[config.mk]
export PLATFORM = sky130hd
export DESIGN_NAME = jpeg_bit_packer
export DESIGN_NICKNAME = d
export VERILOG_FILES = /design/src/rtl/jpeg_bit_packer.sv
export SDC_FILE = /design/constraint.sdc
export NUM_CORES = 1
export LEC_CHECK = 0
export BUFFER_PORTS_ARGS = -buffer_cell sky130_fd_sc_hd__buf_2
export CORE_ASPECT_RATIO = 1.2
export CORE_UTILIZATION = 51
export DETAILED_ROUTE_END_ITERATION = 8
export PLACE_DENSITY = 0.69
export SYNTH_ARGS = -nofsm -noshare
export SYNTH_HDL_FRONTEND = slang
export SYNTH_SLANG_ARGS = --single-unit
[constraint.sdc]
create_clock -name clk -period 3.9 [get_ports clk]
set_input_delay 0.585 -clock clk [delete_from_list [all_inputs] [get_ports clk]]
set_output_delay 0.585 -clock clk [all_outputs]
set_load 0.02 [all_outputs]
[src/rtl/jpeg_bit_packer.sv]
`default_nettype none
// ============================================================================
// Module   : jpeg_bit_packer
// Purpose  : Packs Huffman code + magnitude fields MSB-first into bytes, pads
//            with 1s on flush; 0x00 stuffing after 0xFF when JPEG_BYTE_STUFF_EN.
// Revision : 1.0
// ============================================================================
module jpeg_bit_packer #(
    parameter int BUF_W = 32
) (
    input  logic        clk,
    input  logic        rst,
    input  logic        in_valid,
    output logic        in_ready,
    input  logic [15:0] huff_code,
    input  logic [3:0]  huff_len,
    input  logic [7:0]  val_bits,
    input  logic [3:0]  val_len,
    input  logic        flush,
    output logic [7:0]  out_data,
    output logic        out_valid,
    input  logic        out_ready,
    output logic        flush_done,
    output logic [15:0] byte_count
);

    localparam logic [1:0] S_RUN   = 2'd0;
    localparam logic [1:0] S_PAD   = 2'd1;
    localparam logic [1:0] S_DRAIN = 2'd2;
`ifdef JPEG_BYTE_STUFF_EN
    localparam logic [1:0] S_STUFF = 2'd3;
`endif
    localparam logic [4:0] C_BYTE  = 5'd8;

    logic [1:0]       r_state;
    logic [1:0]       w_state_nxt;
    logic [BUF_W-1:0] r_buf;
    logic [4:0]       r_bit_cnt;
    logic             r_flush_pend;

    logic [3:0]       w_vlen;
    logic [15:0]      w_code;
    logic [7:0]       w_val;
    logic [BUF_W-1:0] w_sym;
    logic [4:0]       w_tot;
    logic [5:0]       w_shift;
    logic [7:0]       w_top;
    logic             w_accept;
    logic             w_data_valid;
    logic             w_pop;
    logic             w_pop_ff;
    logic             w_stuff_take;
    logic             w_stuff_done;
    logic             w_byte_inc;
    logic             w_done;

    // Symbol formatting: mask unused bits, concatenate code then magnitude
    assign w_vlen  = (val_len > 4'd8) ? 4'd8 : val_len;
    assign w_code  = huff_code & (16'h7FFF >> (4'd15 - huff_len));
    assign w_val   = val_bits & (8'hFF >> (4'd8 - w_vlen));
    assign w_sym   = (BUF_W'(w_code) << w_vlen) | BUF_W'(w_val);
    assign w_tot   = {1'b0, huff_len} + {1'b0, w_vlen};
    assign w_shift = 6'(BUF_W) - {1'b0, r_bit_cnt} - {1'b0, w_tot};
    assign w_top   = r_buf[BUF_W-1 -: 8];

    assign w_accept     = in_valid && in_ready;
    assign w_data_valid = ((r_state == S_RUN) || (r_state == S_DRAIN)) && (r_bit_cnt >= C_BYTE);
    assign w_pop        = w_data_valid && out_ready;

`ifdef JPEG_BYTE_STUFF_EN
    logic r_ret_drain;

    assign w_pop_ff     = w_pop && (w_top == 8'hFF);
    assign w_stuff_take = (r_state == S_STUFF) && out_ready;
    assign w_stuff_done = w_stuff_take && r_ret_drain && (r_bit_cnt == 5'd0);

    always_ff @(posedge clk or posedge rst) begin
        if (rst) begin
            r_ret_drain <= 1'b0;
        end else if (w_pop_ff) begin
            r_ret_drain <= (r_state == S_DRAIN);
        end
    end
`else
    assign w_pop_ff     = 1'b0;
    assign w_stuff_take = 1'b0;
    assign w_stuff_done = 1'b0;
`endif

    assign w_byte_inc = w_pop || w_stuff_take;

    // Flush completes on the last drain pop; an empty pad finishes straight away
    assign w_done = ((r_state == S_PAD) && (r_bit_cnt == 5'd0))
                 || ((r_state == S_DRAIN) && ((r_bit_cnt == 5'd0)
                     || (w_pop && (r_bit_cnt == C_BYTE) && !w_pop_ff)))
                 || w_stuff_done;

    always_ff @(posedge clk or posedge rst) begin
        if (rst) begin
            r_state <= S_RUN;
        end else begin
            r_state <= w_state_nxt;
        end
    end

    always_comb begin
        w_state_nxt = r_state;
        case (r_state)
            S_RUN: begin
`ifdef JPEG_BYTE_STUFF_EN
                if (w_pop_ff) begin
                    w_state_nxt = S_STUFF;
                end else
`endif
                if ((r_flush_pend || flush) && (r_bit_cnt < C_BYTE) && !w_accept) begin
                    w_state_nxt = S_PAD;
                end
            end
            S_PAD: begin
                w_state_nxt = (r_bit_cnt == 5'd0) ? S_RUN : S_DRAIN;
            end
            S_DRAIN: begin
`ifdef JPEG_BYTE_STUFF_EN
                if (w_pop_ff) begin
                    w_state_nxt = S_STUFF;
                end else
`endif
                if (w_done) begin
                    w_state_nxt = S_RUN;
                end
            end
`ifdef JPEG_BYTE_STUFF_EN
            S_STUFF: begin
                if (out_ready) begin
                    if (r_ret_drain && (r_bit_cnt != 5'd0)) begin
                        w_state_nxt = S_DRAIN;
                    end else begin
                        w_state_nxt = S_RUN;
                    end
                end
            end
`endif
            default: begin
                w_state_nxt = S_RUN;
            end
        endcase
    end

    always_comb begin
        in_ready  = (r_state == S_RUN) && (r_bit_cnt < C_BYTE) && !r_flush_pend;
        out_valid = w_data_valid;
        out_data  = w_top;
`ifdef JPEG_BYTE_STUFF_EN
        if (r_state == S_STUFF) begin
            out_valid = 1'b1;
            out_data  = 8'h00;
        end
`endif
    end

    // Accept and pop are exclusive: accept needs fewer than 8 bits, pop at least 8
    always_ff @(posedge clk or posedge rst) begin
        if (rst) begin
            r_buf        <= '0;
            r_bit_cnt    <= 5'd0;
            r_flush_pend <= 1'b0;
            flush_done   <= 1'b0;
            byte_count   <= 16'd0;
        end else begin
            flush_done <= w_done;
            if (w_done) begin
                r_flush_pend <= 1'b0;
            end else if (flush) begin
                r_flush_pend <= 1'b1;
            end
            if (w_byte_inc) begin
                byte_count <= byte_count + 16'd1;
            end
            if (w_accept) begin
                r_buf     <= r_buf | (w_sym << w_shift);
                r_bit_cnt <= r_bit_cnt + w_tot;
            end else if (w_pop) begin
                r_buf     <= r_buf << 8;
                r_bit_cnt <= r_bit_cnt - C_BYTE;
            end else if ((r_state == S_PAD) && (r_bit_cnt != 5'd0)) begin
                r_buf[BUF_W-1 -: 8] <= w_top | (8'hFF >> r_bit_cnt);
                r_bit_cnt           <= C_BYTE;
            end
        end
    end

endmodule
`default_nettype wire

After elaboration in Yosys (flattened, before gate mapping). Cells that the tools add are included.

Input bits: 37. Logic and storage cells: 71. Register bits: 57.

Shift-type cells: 5. Equal/unequal tests: 5. Bitwise operators: 5. Add/subtract/negate cells: 8. Reductions and logical operators: 24. Magnitude comparators: 3. Muxes and demuxes: 14.

Operator list (count): 2-to-1 mux 32 bit (1); bitwise OR 32 bit (1); bitwise OR 32 x 8 -> 32 bit (1); left shift 16 x 4 -> 32 bit (1); left shift 32 x 6 -> 32 bit (1); 2-to-1 mux 24 bit (1); adder 16 x 1 -> 16 bit, second input constant (1); bitwise AND 16 bit (1); 2-to-1 mux 8 bit (2); >> shifter 15 x 4 -> 16 bit, first input constant (1); 2-to-1 mux 5 bit (3); logical AND 1 bit (11); bitwise AND 8 bit (1); bitwise OR 8 bit (1); >> shifter 8 x 4 -> 8 bit, first input constant (1); >> shifter 8 x 5 -> 8 bit, first input constant (1); subtractor 4 bit, first input constant (2); 2-to-1 mux 2 bit (3); case mux 2 bit (3 select lines) (1); subtractor 6 x 5 -> 6 bit (1); subtractor 6 x 5 -> 6 bit, first input constant (1); adder 4 x 4 -> 5 bit (1); adder 5 bit (1); == test 5 x 4 -> 1 bit, second input constant (1); other kinds (18) (24).

Longest topological paths before layout.
Word-level depth: 10. Depth in mapped cells: 20.

Worst setup path after synthesis. No wires, ideal clock.

Path kind: input to register. Start point: in val_len[1]. End point: reg r_buf[17]. Cell stages on the path: 17. Slack: -431 ps. Data arrival time: 4245 ps. Buffers on the path: 4. Library setup time: 86 ps. Cells stage by stage: buf_4 -> nor2b_4 -> inv_2 -> buf_4 -> fa_1 -> inv_1 -> ha_1 -> fa_1 -> inv_1 -> ha_1 -> a21oi_1 -> xor2_1 -> clkbuf_1 -> clkbuf_1 -> mux2i_1 -> nand3_1 -> a32oi_1.

Cells in the longest elaborated chain, start to end: 9. Elaborated cells on any way between the ends: 12.

Ends and longest elaborated chain: start, declared (line 18) `input logic [3:0] val_len,`; > comparator 4 bit (line 58) `assign w_vlen = (val_len > 4'd8) ? 4'd8 : val_len;`; 2-to-1 mux 4 bit (*) (line 58); subtractor 4 bit (line 60) `assign w_val = val_bits & (8'hFF >> (4'd8 - w_vlen));`; >> shifter 8 x 4 -> 8 bit (line 60); bitwise AND 8 bit (line 60); bitwise OR 32 x 8 -> 32 bit (line 61) `assign w_sym = (BUF_W'(w_code) << w_vlen) | BUF_W'(w_val);`; left shift 32 x 6 -> 32 bit (*) (line 180) `r_buf <= r_buf | (w_sym << w_shift);`; bitwise OR 32 bit (*) (line 180); 2-to-1 mux 32 bit (*) (line 179) `if (w_accept) begin`; end signal, assigned (line 180); end signal, assigned (line 183) `r_buf <= r_buf << 8;`; end signal, assigned by index (line 186) `r_buf[BUF_W-1 -: 8] <= w_top | (8'hFF >> r_bit_cnt);`; end, declared (line 37) `logic [BUF_W-1:0] r_buf;`.

Every way passes the cells marked *; elsewhere a longest branch is shown, timed or not. A chain may end at the register's enable or synchronous reset.

Final worst setup path.
Start point: in val_len[0]. End point: reg r_buf[30].

Same word-level chain as after synthesis.

==> flow_summary.ini <==
[drt]
num_vias = 7467
routed_wl_mm = 24.3
drt_iter0_markers = 618
drc_errors = 0
drtPass1Iterations = 5
avgViaCountPerCell = 6.71
wl_per_cell_um = 21.8
antenna_left = 0

[global_routing]
use_met1_pct = 41.6
track_usage_pct = 37.3
grt_pass1_wl_mm = 37.5
grt_pass1_vias = 7217
antenna_found_initial = 0
overflow = 0
grt_use_met2_pct = 67.0
grt_util_met3_pct = 4.03
busiest_layer = met2
grt_max_degree = 38

[logic_synthesis]
synth_warnings = 0
syn_area_um2 = 6330
syn_nets = 887
synth_fa_ha_area_share_pct = 5.30
synthDistinctLibCells = 91
ys_async_sr_fraction_pct = 100
synth-simple-area-share_pct = 23.7
ys_ff_latch = 57
synthFlopType = dfrtp_1
synth_compound_area_share_pct = 30.4
syn_area_per_cell_um2 = 7.68
synthXorXnorAreaFrac_pct = 3.60
synth_mux_area_share_pct = 6.22
synth.yosys.seq_area_share_pct = 22.5
synth_top_family_by_area = compound AO/OA/AOI/OAI gates
syn_inst = 825
synth-edff-count = 0

[setup_path]
arrival_ns = 4.04
end_kind = flip-flop
slowest_delay_ns = 0.54
worst_setup_path_start_kind = input pin
critPathBufInv = 7
required_ns = 4.11
crit_fanout = 6
cp_slowest_cell = fa_1
crit_chain = buf_8 > nor2b_4 > ha_4 > inv_2 > fa_1 > inv_2 > ha_4 > fa_1 > inv_1 > ha_2 > buf_6 > a21oi_4 > xor2_4 > buf_12 > buf_6 > nor3_4 > a21oi_2 > o211ai_1 > a211o_1
path_delay_family = adder cells
path_class = in2reg

[die]
die_w_um = 104
rows = 44
dieArea_um2 = 12900
io_pins = 64
core_area_um2 = 12100
start_util_pct = 52.3
dieHeight_um = 124

[cells_and_area]
most-common-layout-cells = 109 x buf_4, 90 x nand2_1, 60 x buf_2, 57 x a21oi_1, 57 x dfrtp_1
nNetsFinal = 1009
drive_above_1_share_pct = 28.3
area_growth_pct = 26.1
final_common_cell = buf_4
diodes = 0

[clock_tree]
cts_made_buffers = 9
clk_path_buf_depth = 2
cts_max_level = 3
cts.clk_slew.worst_paths_ns = 0.05
clk_latency_ns = 0.33
hold_buffers = 0
cts-root-buf = clkbuf_16
cts_sinks = 57
cts_tree = built

[sta]
tightestPinTransition_ns = 0.765
layout_setup_ws_ns = 0.0724
timing.final.crit_share_pct = 98.1
finalSetupViolations = 0
maxSlewHeadroom_pct = 48.9
fin_crit_ns = 3.83
timing.hold.ws_ns = 0.250
drv_slew = 0
clock_skew_ns = 0.00483
max_freq_mhz = 261
rsz0062_at_grt = true
hold_viol = 0

[placement]
port_buffers = 62
gp_congestion = 0.994
post-dp-hpwl_mm = 18.5
post-place-ws_ns = -0.417

[hold_path]
min_path_type = in2async

[run]
drv_cap = 0

[power_and_ir_drop]
p_leak_nw = 3.53
p_per_area_nw_per_um2 = 905
peakVddDrop_mv = 0.425

[outcome]
status = finished clean
## worst register-to-register path, cell delays in order, from the launching register on
cell and delay [ns]:
dfrtp_1 0.50, ha_4 0.23, fa_1 0.54, inv_1 0.05, ha_2 0.19, buf_6 0.11, a21oi_4 0.19, xor2_4 0.23
buf_12 0.15, buf_6 0.11, nor3_4 0.03, a21oi_2 0.10, o211ai_1 0.20, a211o_1 0.35
## metrics by stage
| step | utilization, % | instances | TNS [ns] | area (um^2) | total power, W |
|---|---|---|---|---|---|
| after global routing | 65.9 | 1113 | -0.347 | 7980 | 0.00757 |
| final | 65.9 | 1113 | 0 | 7980 | 0.00723 |
| after global placement | 61.5 | 1091 | -7.47 | 7450 | 0.00585 |
| after detailed placement | 61.5 | 1091 | -10.10 | 7450 | 0.00595 |
| after CTS | 63.9 | 1107 | 0 | 7740 | 0.00673 |
| after floorplan | - | 825 | 0 | 6470 | 0.00393 |
## Yosys cell counts (6+ instances only)
master     number  area (um^2)
mux2i_1        20          200
o211ai_1       14          105
buf_4          18          135
nand4_1        11         68.8
a21o_1          9         67.6
a21oi_1        60          300
o31ai_1         6         45.0
mux2_2          6         67.6
o22ai_1        14         87.6
a22oi_1         8         60.1
nand2b_1       10         62.6
a22o_1          8         70.1
clkbuf_1       34          128
inv_1          29          109
nor4_1          6         37.5
dfrtp_1        57         1430
a211oi_1       10         75.1
and3_1         10         62.6
o21ai_0        49          245
and2_1          8         50.1
buf_2           8         40.0
xor2_1         10         87.6
o2111ai_1       8         70.1
ha_1           22          275
nor3_1         31          155
nand2_1        91          342
xnor2_1        16          140
buf_6           7         78.8
nand3_1        41          205
nor2_1         61          229
a31oi_1        15         93.8
## kinds of logic after synthesis
logic type / after synthesis
AO/OA/AOI/OAI: 277
XOR/XNOR: 26
adder cells (fa/ha/maj): 25
buffers and inverters: 104
flip-flops: 57
multiplexers: 32
AND/OR/NAND/NOR: 304
## final cells by class
cell class                 count  area (um^2)
multi-input combinational    664         4640
sequential                    57         1430
clock inverter                 6         35.0
tap                          161          201
fill                        1032         4130
inverter                      34          128
clock buffer                  10          229
timing repair buffer         181         1320
## state kept, by name, indices dropped and copies added, names as in the netlist
signal / cells
flush_done: 1
r_buf: 32
r_state: 2
r_bit_cnt: 5
byte_count: 16
r_flush_pend: 1
## report_power, final
part | internal [W] | total (W) | leakage [nW] | switching, W
logic | 0.00242 | 0.00558 | 2.67 | 0.00316
clock network | 0.000424 | 0.000695 | 0.128 | 0.000271
registers | 0.000766 | 0.000957 | 0.740 | 0.000191
total | 0.00361 | 0.00723 | 3.53 | 0.00362
## layer usage
metal	up-vias	routed length, um
li1	3330	-
met2	450	12100
met4	0	1710
met1	3565	8930
met5	-	0
met3	122	1550
## worst paths after layout
path,start,endpoint,slack [ns],cells after the start
min,rst,r_buf[4],0.25,2
max,val_len[0],r_buf[30],0.07,19
min reg2reg,byte_count[15],byte_count[15],0.47,1
min in group clk,byte_count[15],byte_count[15],0.47,1
max in group asynchronous,rst,r_buf[24],2.79,3
max reg2reg,r_bit_cnt[1],r_buf[30],0.78,13
## repair_timing
| item | CTS | global route |
|---|---|---|
| buffers inserted | 0 | 5 |
| gates resized for setup | 5 | 38 |
| cloned | 0 | 1 |
| endpoints found under the hold margin | 0 | 0 |
| pin swaps | 2 | 18 |
| setup endpoints to repair | 12 | 31 |
(Power assumes the default switching activity.)
